[config.mk]
export PLATFORM = sky130hd
export DESIGN_NAME = llc_req_decoder
export DESIGN_NICKNAME = d
export VERILOG_FILES = /design/src/rtl/cache_struct_pkg.sv /design/src/rtl/llc_req_fifo.sv /design/src/rtl/llc_req_decoder.sv
export SDC_FILE = /design/constraint.sdc
export NUM_CORES = 1
export LEC_CHECK = 0
export ABC_AREA = 1
export CORE_AREA = 10 10 180 182
export CTS_BUF_LIST = sky130_fd_sc_hd__clkbuf_8 sky130_fd_sc_hd__clkbuf_16
export DETAILED_ROUTE_END_ITERATION = 7
export DIE_AREA = 0 0 190 192
export GPL_ROUTABILITY_DRIVEN = 0
export PLACE_DENSITY = 0.58
export SLEW_MARGIN = 20
export SYNTH_ARGS = -nofsm -noshare
export SYNTH_HDL_FRONTEND = slang
export SYNTH_HIERARCHICAL = 1
export SYNTH_SLANG_ARGS = --single-unit
export TNS_END_PERCENT = 30
[constraint.sdc]
create_clock -name clk -period 7.3 [get_ports clk]
set_clock_uncertainty 0.1 [all_clocks]
set_input_delay 1.46 -clock clk [delete_from_list [all_inputs] [get_ports clk]]
set_output_delay 1.46 -clock clk [all_outputs]
set_load 0.01 [all_outputs]
[src/rtl/cache_struct_pkg.sv]
// Shared cache types: MESI states, trace request op codes, buffered request entry
// and field widths (overridable through TAG_BITS / NUM_OF_SETS_BITS / BYTE_OFFSET_BITS / COUNTER_BITS).
`ifndef TAG_BITS
`define TAG_BITS 12
`endif
`ifndef NUM_OF_SETS_BITS
`define NUM_OF_SETS_BITS 14
`endif
`ifndef BYTE_OFFSET_BITS
`define BYTE_OFFSET_BITS 6
`endif
`ifndef COUNTER_BITS
`define COUNTER_BITS 8
`endif

package cache_struct_pkg;

  localparam int TAG_BITS         = `TAG_BITS;
  localparam int NUM_OF_SETS_BITS = `NUM_OF_SETS_BITS;
  localparam int BYTE_OFFSET_BITS = `BYTE_OFFSET_BITS;
  localparam int COUNTER_BITS     = `COUNTER_BITS;

  typedef enum logic [1:0] {
    INVALID   = 2'd0,
    SHARED    = 2'd1,
    EXCLUSIVE = 2'd2,
    MODIFIED  = 2'd3
  } mesi_states_e;

  typedef enum logic [3:0] {
    RD_L1D   = 4'd0,
    WR_L1D   = 4'd1,
    RD_L1I   = 4'd2,
    SNP_RD   = 4'd3,
    SNP_WR   = 4'd4,
    SNP_RWIM = 4'd5,
    SNP_INV  = 4'd6,
    CLR_RST  = 4'd8,
    PRINT    = 4'd9
  } req_op_e;

  typedef struct packed {
    req_op_e                     op;
    logic [TAG_BITS-1:0]         tag;
    logic [NUM_OF_SETS_BITS-1:0] index;
    logic [BYTE_OFFSET_BITS-1:0] offset;
  } req_entry_st;

  // Codes 7 and 10-15 have no request meaning.
  function automatic logic is_legal_cmd(input logic [3:0] cmd);
    return (cmd <= 4'd6) || (cmd == 4'd8) || (cmd == 4'd9);
  endfunction

endpackage

[src/rtl/llc_req_fifo.sv]
// Request buffer: circular FIFO with a registered head entry that holds its
// last value while empty and updates one cycle after a push into an empty buffer.
module llc_req_fifo #(
  parameter int  DEPTH   = 4,
  parameter type entry_t = logic
) (
  input  logic   clk,
  input  logic   rst_n,
  input  logic   push,
  input  entry_t wr_data,
  input  logic   pop,
  output entry_t head,
  output logic   full,
  output logic   empty
);

  localparam int PTR_W = $clog2(DEPTH);
  localparam int CNT_W = $clog2(DEPTH + 1);

  entry_t             mem [DEPTH];
  entry_t             head_reg;
  logic [PTR_W-1:0]   wr_ptr_reg, rd_ptr_reg, rd_ptr_next;
  logic [CNT_W-1:0]   count_reg, count_next;
  logic               push_ok, pop_ok;

  assign full    = (count_reg == CNT_W'(DEPTH));
  assign empty   = (count_reg == '0);
  assign push_ok = push && !full;
  assign pop_ok  = pop && !empty;
  assign head    = head_reg;

  always_comb begin
    count_next  = count_reg;
    rd_ptr_next = rd_ptr_reg;
    if (push_ok && !pop_ok) count_next = count_reg + CNT_W'(1);
    if (!push_ok && pop_ok) count_next = count_reg - CNT_W'(1);
    if (pop_ok) rd_ptr_next = rd_ptr_reg + PTR_W'(1);
  end

  always_ff @(posedge clk) begin
    if (push_ok) mem[wr_ptr_reg] <= wr_data;
  end

  always_ff @(posedge clk or negedge rst_n) begin
    if (!rst_n) begin
      wr_ptr_reg <= '0;
      rd_ptr_reg <= '0;
      count_reg  <= '0;
      head_reg   <= '0;
    end else begin
      count_reg  <= count_next;
      rd_ptr_reg <= rd_ptr_next;
      if (push_ok) wr_ptr_reg <= wr_ptr_reg + PTR_W'(1);
      // The incoming entry becomes head when it lands on the next read slot.
      if (count_next != '0) begin
        if (push_ok && (wr_ptr_reg == rd_ptr_next)) head_reg <= wr_data;
        else                                       head_reg <= mem[rd_ptr_next];
      end
    end
  end

endmodule

[src/rtl/llc_req_decoder.sv]
// Trace command decoder: splits addresses, buffers decoded requests in order and
// flags illegal codes. Read/write statistics are built only with LLC_REQ_STATS_EN.
module llc_req_decoder
  import cache_struct_pkg::*;
#(
  parameter int FIFO_DEPTH = 4,
  parameter int ADDR_BITS  = 32
) (
  input  logic                         clk,
  input  logic                         rst_n,
  input  logic                         in_valid,
  output logic                         in_ready,
  input  logic [3:0]                   in_cmd,
  input  logic [ADDR_BITS-1:0]         in_addr,
  output logic                         out_valid,
  input  logic                         out_ready,
  output logic [3:0]                   out_op,
  output logic [`TAG_BITS-1:0]         out_tag,
  output logic [`NUM_OF_SETS_BITS-1:0] out_index,
  output logic [`BYTE_OFFSET_BITS-1:0] out_offset,
  output logic                         illegal_cmd,
  output logic [`COUNTER_BITS-1:0]     read_cnt,
  output logic [`COUNTER_BITS-1:0]     write_cnt
);

  localparam int IDX_LSB = BYTE_OFFSET_BITS;
  localparam int TAG_LSB = BYTE_OFFSET_BITS + NUM_OF_SETS_BITS;

  req_entry_st enq_entry, head;
  logic        fifo_full, fifo_empty;
  logic        accept, push, pop;
  logic        illegal_cmd_reg;

  assign in_ready  = !fifo_full;
  assign out_valid = !fifo_empty;
  assign accept    = in_valid && in_ready;
  assign push      = accept && is_legal_cmd(in_cmd);
  assign pop       = out_valid && out_ready;

  always_comb begin
    enq_entry        = '0;
    enq_entry.op     = req_op_e'(in_cmd);
    enq_entry.offset = in_addr[BYTE_OFFSET_BITS-1:0];
    enq_entry.index  = in_addr[IDX_LSB +: NUM_OF_SETS_BITS];
    enq_entry.tag    = in_addr[TAG_LSB +: TAG_BITS];
  end

  llc_req_fifo #(
    .DEPTH   (FIFO_DEPTH),
    .entry_t (req_entry_st)
  ) u_fifo (
    .clk     (clk),
    .rst_n   (rst_n),
    .push    (push),
    .wr_data (enq_entry),
    .pop     (pop),
    .head    (head),
    .full    (fifo_full),
    .empty   (fifo_empty)
  );

  assign out_op     = head.op;
  assign out_tag    = head.tag;
  assign out_index  = head.index;
  assign out_offset = head.offset;

  always_ff @(posedge clk or negedge rst_n) begin
    if (!rst_n) illegal_cmd_reg <= 1'b0;
    else        illegal_cmd_reg <= accept && !is_legal_cmd(in_cmd);
  end
  assign illegal_cmd = illegal_cmd_reg;

`ifdef LLC_REQ_STATS_EN
  localparam logic [COUNTER_BITS-1:0] CNT_MAX = '1;
  logic [COUNTER_BITS-1:0] read_cnt_reg, write_cnt_reg;

  // Counters saturate; CLR_RST clears both when it leaves the buffer.
  always_ff @(posedge clk or negedge rst_n) begin
    if (!rst_n) begin
      read_cnt_reg  <= '0;
      write_cnt_reg <= '0;
    end else if (pop) begin
      if (head.op == CLR_RST) begin
        read_cnt_reg  <= '0;
        write_cnt_reg <= '0;
      end else if ((head.op == RD_L1D) || (head.op == RD_L1I)) begin
        if (read_cnt_reg != CNT_MAX) read_cnt_reg <= read_cnt_reg + COUNTER_BITS'(1);
      end else if (head.op == WR_L1D) begin
        if (write_cnt_reg != CNT_MAX) write_cnt_reg <= write_cnt_reg + COUNTER_BITS'(1);
      end
    end
  end
  assign read_cnt  = read_cnt_reg;
  assign write_cnt = write_cnt_reg;
`else
  assign read_cnt  = '0;
  assign write_cnt = '0;
`endif

endmodule

==> metrics.yaml, run 1 <==
rows: 62
worst_hold_slack_ns: 0.414
areaGrowthSynthToFinish_pct: 18.3
period_share: 0.653
wl_per_cell_microns: 18.3
period_needed_ns: 4.77
worst_slew_pin_slew_ns: 0.954
grt_max_degree: 75
startpoint_type: "input port"
vdd_drop_max_uv: 205
viasPerCell: 4.82
relSlewSlack: 0.362
clock_sinks: 188
synth_cell_types: 29
yosys_register_bits: 188
rsz0062_at_grt: "false"
drc: 0
post-dp-hpwl_mm: 12.5
multi_input_area_sq_um: 2530
cp-end-kind: "flip-flop"
syn_inst: 808
power.density_nw_per_um2: 470
vias: 6059
cp.required_ns: 7.52
drive_gt1_frac: 0.0789
io_pins: 95
grt_pass1_wl_mm: 35.6
cts_tree: "done"
hold_viol: 0
ant_nets: 0
synthFlopType: "edfxtp_1"
portBuffers: 78
hold_class: "reg -> reg"
core_area_sq_um: 28600
track_usage: 0.126
synth_most_common_cell: "nand3_1"
cp_data_arrival_time_ns: 4.99
cts_setup_buffers: 0
min_to: "u_fifo/head[32]"
reg2reg_slack_ns: 3.11
maxSlewViolCount: 0
dr.first_iter.drc_count: 416
cts_hold_buf: 0
fin_nets: 908
whs_path_depth: 2
fin_tns_setup_ns: 0
ys_seq_area_frac: 0.637
clk_pin_slew_ns: 0.07
cap_violations: 0
reg2reg_to: "u_fifo/head[27]"
diodes: 0
die_x_microns: 190
nFillCells: 2850
synth_common_cells: "nand3_1 (225), nand2_1 (192), edfxtp_1 (144), inv_1 (54), dfrtp_1 (44)"
largest_reg_flops: 144
grt_pass1_vias: 6022
critPathMaxFanout: 37
async_flop_share: 0.234
grt-ovfl-total: 0
status: "completed"
yosysTopAreaCellShare: 0.508
ys.warnings.count: 6
ctsResizeCount: 0
crit_type: "in -> reg"
syn_area_sq_um: 8510
dieArea_sq_um: 36500
antenna_found_initial: 0
setup_viol: 0
numCtsBuffers: 17
netlist_top_cells_area: "edfxtp_1 (51%), nand3_1 (13%), dfrtp_1 (13%)"
die_y_microns: 192
p_leak_nw: 4.07
avgSynthCellArea_sq_um: 10.5
synth_edf_count: 144
insertion_delay_ns: 0.43
drt_wl_total_mm: 23.0
rr_worst_depth: 16
firstDrtPassIters: 5
start_util: 0.297
cts_root_buffer: "clkbuf_16"
cts.htree.levels: 4
seq_area_sq_um: 5430
fmax_ghz: 0.210
rr_startpoint: "u_fifo/count_reg[0]"
clock_path_buffers: 2
hold_start: "u_fifo/head[32]"
yosysTopAreaCell: "edfxtp_1"
logic make-up (layout without fill, tap and decap cells):
group,count (synthesis),count (layout),synth area share
simple gates,478,478,0.267
flops,188,188,0.637
buf+inv,126,177,0.0770
fa+ha+maj,7,7,0.0103
compound gates,5,5,0.00456
xor+xnor,3,3,0.00309
other cells,1,16,0.000441
worst max-delay path: stages:
cell	delay, ns
clkdlybuf4s50_1	0.46
inv_1	0.04
nor2_1	0.25
nand2_1	0.09
inv_1	0.10
nand2_2	0.34
nand2_1	0.23
nand2_2	0.57
inv_2	0.90
nand3_1	0.19
nand2_1	0.11
nand2_1	0.05
nand3_1	0.11
nand2_1	0.07
metrics by stage:
stage | instance area [sq um] | setup slack (ns) | power (mW) | utilization | instances
6_report | 10100 | 2.53 | 4.73 | 0.352 | 1258
5_1_grt | 10100 | 2.18 | 5.09 | 0.352 | 1258
4_1_cts | 10100 | 2.52 | 4.77 | 0.352 | 1258
3_5_place_dp | 9500 | 2.06 | 3.87 | 0.332 | 1226
3_3_place_gp | 9500 | 2.07 | 3.84 | 0.332 | 1226
2_1_floorplan | 8570 | 3.32 | 3.15 | - | 823
worst max-delay path by stage:
| stage | from | end | slack (ns) |
|---|---|---|---|
| 4_1_cts | out_ready | u_fifo/head[27] | 2.52 |
| 3_5_place_dp | out_ready | u_fifo/head[27] | 2.06 |
| 5_1_grt | out_ready | u_fifo/head[25] | 2.18 |
| 2_1_floorplan | in_cmd[1] | u_fifo/mem[0][0] | 3.32 |
| 6_report | out_ready | u_fifo/head[27] | 2.53 |
| 3_3_place_gp | out_ready | u_fifo/head[27] | 2.07 |
report_power, final:
part           switching (mW)  internal, mW
Sequential              0.105          1.40
Combinational            1.57         0.749
Clock                   0.409         0.490
Total                    2.09          2.64
cells in the final DEF (no fill, tap or decap), types with 5 or more instances in the layout:
cell / instances
nand3_1: 225
nand2_1: 191
edfxtp_1: 144
clkdlybuf4s50_1: 77
inv_1: 56
dfrtp_1: 44
nand4_1: 36
clkbuf_16: 18
conb_1: 16
buf_4: 10
nand2_2: 8
ha_1: 7
nand2_4: 6
clkinvlp_4: 5
area by class of cell:
| class | count | area share |
|---|---|---|
| Inverter | 57 | 0.0215 |
| Tap cell | 384 | 0.0477 |
| Clock inverter | 14 | 0.0122 |
| Sequential cell | 188 | 0.539 |
| Clock buffer | 18 | 0.0447 |
| Multi-Input combinational cell | 509 | 0.251 |
| Timing Repair Buffer | 88 | 0.0845 |
per-layer routing:
layer	GRT usage	part of all wire
met5	0	0
met4	0.0363	0.012
met3	0.0256	0.065
met2	0.215	0.49
met1	0.159	0.43
Power figures use the tool's default switching activity.
==> inputs of run 2 (changes only) <==
- PLACE_DENSITY: 0.58 -> 0.6
- clock period: 7.3 -> 3.84 ns (I/O delays scaled with it)
==> metrics.yaml, run 2 (synthesis results as in run 1) <==
status: "completed"
reg2reg_slack_ns: 0.61  # -2.50 ns
areaGrowthSynthToFinish_pct: 20.6
post_dp_cell_area_sq_um: 9680  # +1.9%
worst_slew_pin_slew_ns: 0.789  # -0.165 ns
clock_path_buffers: 2  # unchanged
drc: 0  # unchanged
design_area_sq_um: 10300  # +1.9%
ctsResizeCount: 0  # unchanged
worst_hold_slack_ns: 0.304  # -0.110 ns
crit_type: "reg -> reg"
track_usage: 0.126  # -0.000407
cts.htree.levels: 4  # unchanged
crit_start: "u_fifo/count_reg[0]"
period_share: 0.840
layout_commonest_cell: "nand3_1"
pwr-share-comb: 0.492  # about the same
cts_root_buffer: "clkbuf_16"
rr_worst_depth: 15  # -1
largest_reg_flops: 144  # unchanged
grt_pass1_vias: 6038  # +0.27%
insertion_delay_ns: 0.43  # about the same
clock_sinks: 188  # unchanged
p_sw_mw: 3.96  # +90%
grt_pass1_wl_mm: 35.6  # unchanged
clk_pin_slew_ns: 0.07  # about the same
critPathMaxFanout: 36  # -2.7%
switching_share: 0.431  # -0.0103
cts_hold_buf: 0  # unchanged
die_y_microns: 192  # unchanged
rsz0062_at_grt: "false"
finish.utilization: 0.359  # +0.00673
ant_nets: 0  # unchanged
io_pins: 95  # unchanged
cp.required_ns: 4.06  # -3.46 ns
intPower_mw: 5.22  # +98%
wl_per_cell_microns: 18.1  # -1.4%
post-dp-hpwl_mm: 14.6  # +17%
viasPerCell: 4.78  # -0.73%
cap_violations: 0  # unchanged
rows: 62  # unchanged
firstDrtPassIters: 5  # unchanged
hold_class: "in -> async"
maxSlewViolCount: 0  # unchanged
reg2reg_to: "u_fifo/head[33]"
crit_end: "u_fifo/head[33]"
startpoint_type: "flip-flop"
hold_viol: 0  # unchanged
rr_startpoint: "u_fifo/count_reg[0]"
p_leak_nw: 4.18  # +2.7%
fmax_ghz: 0.310
cts_setup_buffers: 0  # unchanged
p_seq_frac: 0.317  # -0.002
vias: 6091  # +0.53%
antenna_found_initial: 0  # unchanged
grt_max_degree: 74  # -1.3%
period_needed_ns: 3.23
grt-ovfl-total: 0  # unchanged
dr.first_iter.drc_count: 426  # +2.4%
cts_tree: "done"
drt_wl_total_mm: 23.0  # -0.11%
relSlewSlack: 0.474  # +0.113
diodes: 0  # unchanged
power.density_nw_per_um2: 895  # +91%
drive_gt1_frac: 0.0966  # +0.0177
start_util: 0.297  # unchanged
portBuffers: 78  # unchanged
mostFrequentLayoutCells: "nand3_1 (225), nand2_1 (191), edfxtp_1 (144)"
fin_nets: 924  # +1.8%
cp-end-kind: "flip-flop"
clockPowerShare: 0.192  # +0.002
dieArea_sq_um: 36500  # unchanged
power_mw: 9.19  # +94%
cp_data_arrival_time_ns: 3.44  # -1.55 ns
numCtsBuffers: 17  # unchanged
fin_tns_setup_ns: 0  # unchanged
vdd_drop_max_uv: 594  # +190%
die_x_microns: 190  # unchanged
core_area_sq_um: 28600  # unchanged
setup_viol: 0  # unchanged
-- run 2: final cells by class --
class,count,area (sq um)
clock inverters,14,144
repair buffers,104,1030
multi-input cells,509,2530
flip-flops and latches,188,5430
inverters,57,216
clock buffers,18,439
fillers,2861,18400
well taps,384,480
-- run 2: worst min path at each step --
stage / to / slack, ns / depth (start not counted)
finish: illegal_cmd / 0.30 / 1
global route: illegal_cmd / 0.37 / 1
CTS: illegal_cmd / 0.34 / 1
detailed placement: u_fifo/head[0] / 0.40 / 2
global placement: u_fifo/head[0] / 0.40 / 2
floorplan: illegal_cmd / 0.37 / 0
-- run 2: per-stage QoR --
step | instances | worst slack [ns]
3_3_place_gp | 1242 | 0.338
6_report | 1274 | 0.614
4_1_cts | 1274 | 0.588
5_1_grt | 1274 | 0.415
2_1_floorplan | 823 | 0.495
3_5_place_dp | 1242 | 0.308
-- run 2: layer usage --
metal,vias to the layer above,track usage,part of all wire
li1,2902,-,-
met1,2990,0.161,0.44
met2,176,0.210,0.49
met3,23,0.0258,0.054
met4,0,0.0382,0.018
met5,-,0,0
-- run 2: critical path, stage by stage, from the launching register on --
cell     delay (ns)
dfrtp_1        0.37
inv_1          0.09
ha_1           0.28
nand2_4        0.14
inv_1          0.09
nor2_1         0.40
nand2_1        0.10
inv_1          0.12
nand2_2        0.24
nand2_2        0.19
nand2_1        0.10
nand2_4        0.09
buf_4          0.38
nand4_1        0.18
nand3_1        0.13
nand2_1        0.07
-- run 2: power groups by stage --
stage	combinational, mW	sequential (mW)	clock (mW)
6_report	4.52	2.91	1.76
5_1_grt	5.05	2.95	1.87
4_1_cts	4.57	2.92	1.79
3_5_place_dp	4.55	2.96	0
3_3_place_gp	4.49	2.96	0
2_1_floorplan	3.02	2.96	0
==> inputs of run 3 (changes only) <==
- PLACE_DENSITY: 0.6 -> 0.58
- clock period: 3.84 -> 3.3 ns (I/O delays scaled with it)
==> metrics.yaml, run 3 (synthesis results as in run 1) <==
status: "completed"
dieArea_sq_um: 36500  # unchanged
reg2reg_to: "u_fifo/head[4]"
drc: 0  # unchanged
rr_startpoint: "u_fifo/count_reg[0]"
largest_reg_flops: 144  # unchanged
p_leak_nw: 4.25  # +1.8%
clock_sinks: 188  # unchanged
core_area_sq_um: 28600  # unchanged
cp_data_arrival_time_ns: 3.12  # -0.32 ns
fin_nets: 935  # +1.2%
cp.required_ns: 3.57  # -0.49 ns
dpl.cell_count: 1253  # +0.89%
clk_pin_slew_ns: 0.07  # about the same
track_usage: 0.126  # +0.000339
critPathMaxFanout: 14  # -61%
wl_per_cell_microns: 17.8  # -1.4%
grt_max_degree: 43  # -42%
cts.htree.levels: 4  # unchanged
cts_tree: "done"
finish.utilization: 0.363  # +0.00468
vdd_drop_max_uv: 591  # -0.50%
setup_viol: 0  # unchanged
vias: 6086  # -0.082%
grt_pass1_vias: 6022  # -0.26%
drive_gt1_frac: 0.104  # +0.00770
mostFrequentLayoutCells: "nand3_1 (225), nand2_1 (191), edfxtp_1 (144)"
rows: 62  # unchanged
cts_root_buffer: "clkbuf_16"
hold_viol: 0  # unchanged
areaGrowthSynthToFinish_pct: 22.2
io_pins: 95  # unchanged
fmax_ghz: 0.351  # +13%
maxSlewViolCount: 0  # unchanged
start_util: 0.297  # unchanged
cts_setup_buffers: 0  # unchanged
relSlewSlack: 0.627  # +0.153
dr.first_iter.drc_count: 477  # +12%
drt_wl_total_mm: 22.9  # -0.44%
firstDrtPassIters: 5  # unchanged
clock_path_buffers: 2  # unchanged
cap_violations: 0  # unchanged
fin_cells: 1286  # +0.94%
viasPerCell: 4.73  # -1.0%
crit_type: "reg -> reg"
layout_commonest_cell: "nand3_1"
grt-ovfl-total: 0  # unchanged
nFillCells: 2828  # -1.2%
cp-end-kind: "flip-flop"
rsz0062_at_grt: "false"
post-dp-hpwl_mm: 14.7  # +0.61%
grt_pass1_wl_mm: 35.6  # about the same
period_needed_ns: 2.85  # -0.374 ns
antenna_found_initial: 1  # +1
ant_nets: 0  # unchanged
insertion_delay_ns: 0.43  # about the same
die_x_microns: 190  # unchanged
power.density_nw_per_um2: 1060  # +18%
numCtsBuffers: 17  # unchanged
die_y_microns: 192  # unchanged
hold_class: "in -> async"
startpoint_type: "flip-flop"
worst_slew_pin_slew_ns: 0.559  # -0.230 ns
period_share: 0.864  # +0.0241
cts_hold_buf: 0  # unchanged
ctsResizeCount: 0  # unchanged
portBuffers: 78  # unchanged
reg2reg_slack_ns: 0.45  # -0.17 ns
rr_worst_depth: 16  # +1
## run 3: cell count changes in the layout (fill, tap and decap cells not counted), sizes merged
cell / before / now
buf: 27 / 38
bufinv: 2 / 3
clkinv: 9 / 3
clkinvlp: 1 / 3
diode: 0 / 1
inv: 59 / 62
## run 3: power breakdown
part / leakage [nW] / internal (mW) / switching, mW
sequential: 1.83 / 3.10 / 0.253
combinational: 2.13 / 2.03 / 3.53
clock: 0.294 / 1.20 / 0.880
total: 4.25 / 6.33 / 4.67
## run 3: worst max-delay path by stage
| stage | start | cells after the start | end |
|---|---|---|---|
| 5_1_grt | u_fifo/count_reg[0] | 16 | u_fifo/head[31] |
| 6_report | u_fifo/count_reg[0] | 16 | u_fifo/head[4] |
| 3_5_place_dp | in_cmd[2] | 13 | u_fifo/head[21] |
| 4_1_cts | u_fifo/count_reg[0] | 16 | u_fifo/head[1] |
| 3_3_place_gp | in_cmd[2] | 13 | u_fifo/head[16] |
| 2_1_floorplan | u_fifo/count_reg[0] | 9 | u_fifo/mem[0][0] |
## run 3: metal layers
metal / track usage / up-vias / wire length, microns
li1: - / 2920 / -
met4: 0.0336 / 0 / 239
met2: 0.208 / 190 / 11200
met3: 0.0296 / 18 / 1420
met5: 0 / - / 0
met1: 0.163 / 2958 / 10100
## run 3: layout make-up
class / count / area, sq um / area share
timing repair buffer: 115 / 1150 / 0.111
antenna: 1 / 2.50 / 0.000241
multi-input combinational: 509 / 2530 / 0.243
inverter: 57 / 216 / 0.0208
clock buffer: 18 / 439 / 0.0422
clock inverter: 14 / 155 / 0.0149
tap: 384 / 480 / 0.0462
sequential: 188 / 5430 / 0.522
## run 3: critical path: stages, from the launching register on
cell,delay (ns)
dfrtp_1,0.37
inv_1,0.09
ha_1,0.28
nand2_4,0.14
inv_1,0.07
nor2_1,0.34
nand2_1,0.10
inv_1,0.11
nand2_2,0.13
nand2_2,0.13
nand2_1,0.09
nand2_4,0.21
nand3_4,0.11
buf_4,0.22
nand2_1,0.07
nand3_1,0.12
nand2_1,0.08
## run 3: metrics by stage
step / instance area (sq um) / setup slack [ns] / hold WS [ns] / TNS [ns] / total power, mW
after floorplan: 8570 / -0.0445 / 0.264 / -6.41 / 6.96
after global placement: 9800 / 0.229 / 0.395 / 0 / 8.94
after detailed placement: 9800 / 0.153 / 0.399 / 0 / 9.00
after CTS: 10400 / 0.434 / 0.132 / 0 / 11.1
after global routing: 10400 / 0.182 / 0.146 / 0 / 11.8
final: 10400 / 0.449 / 0.114 / 0 / 11.0
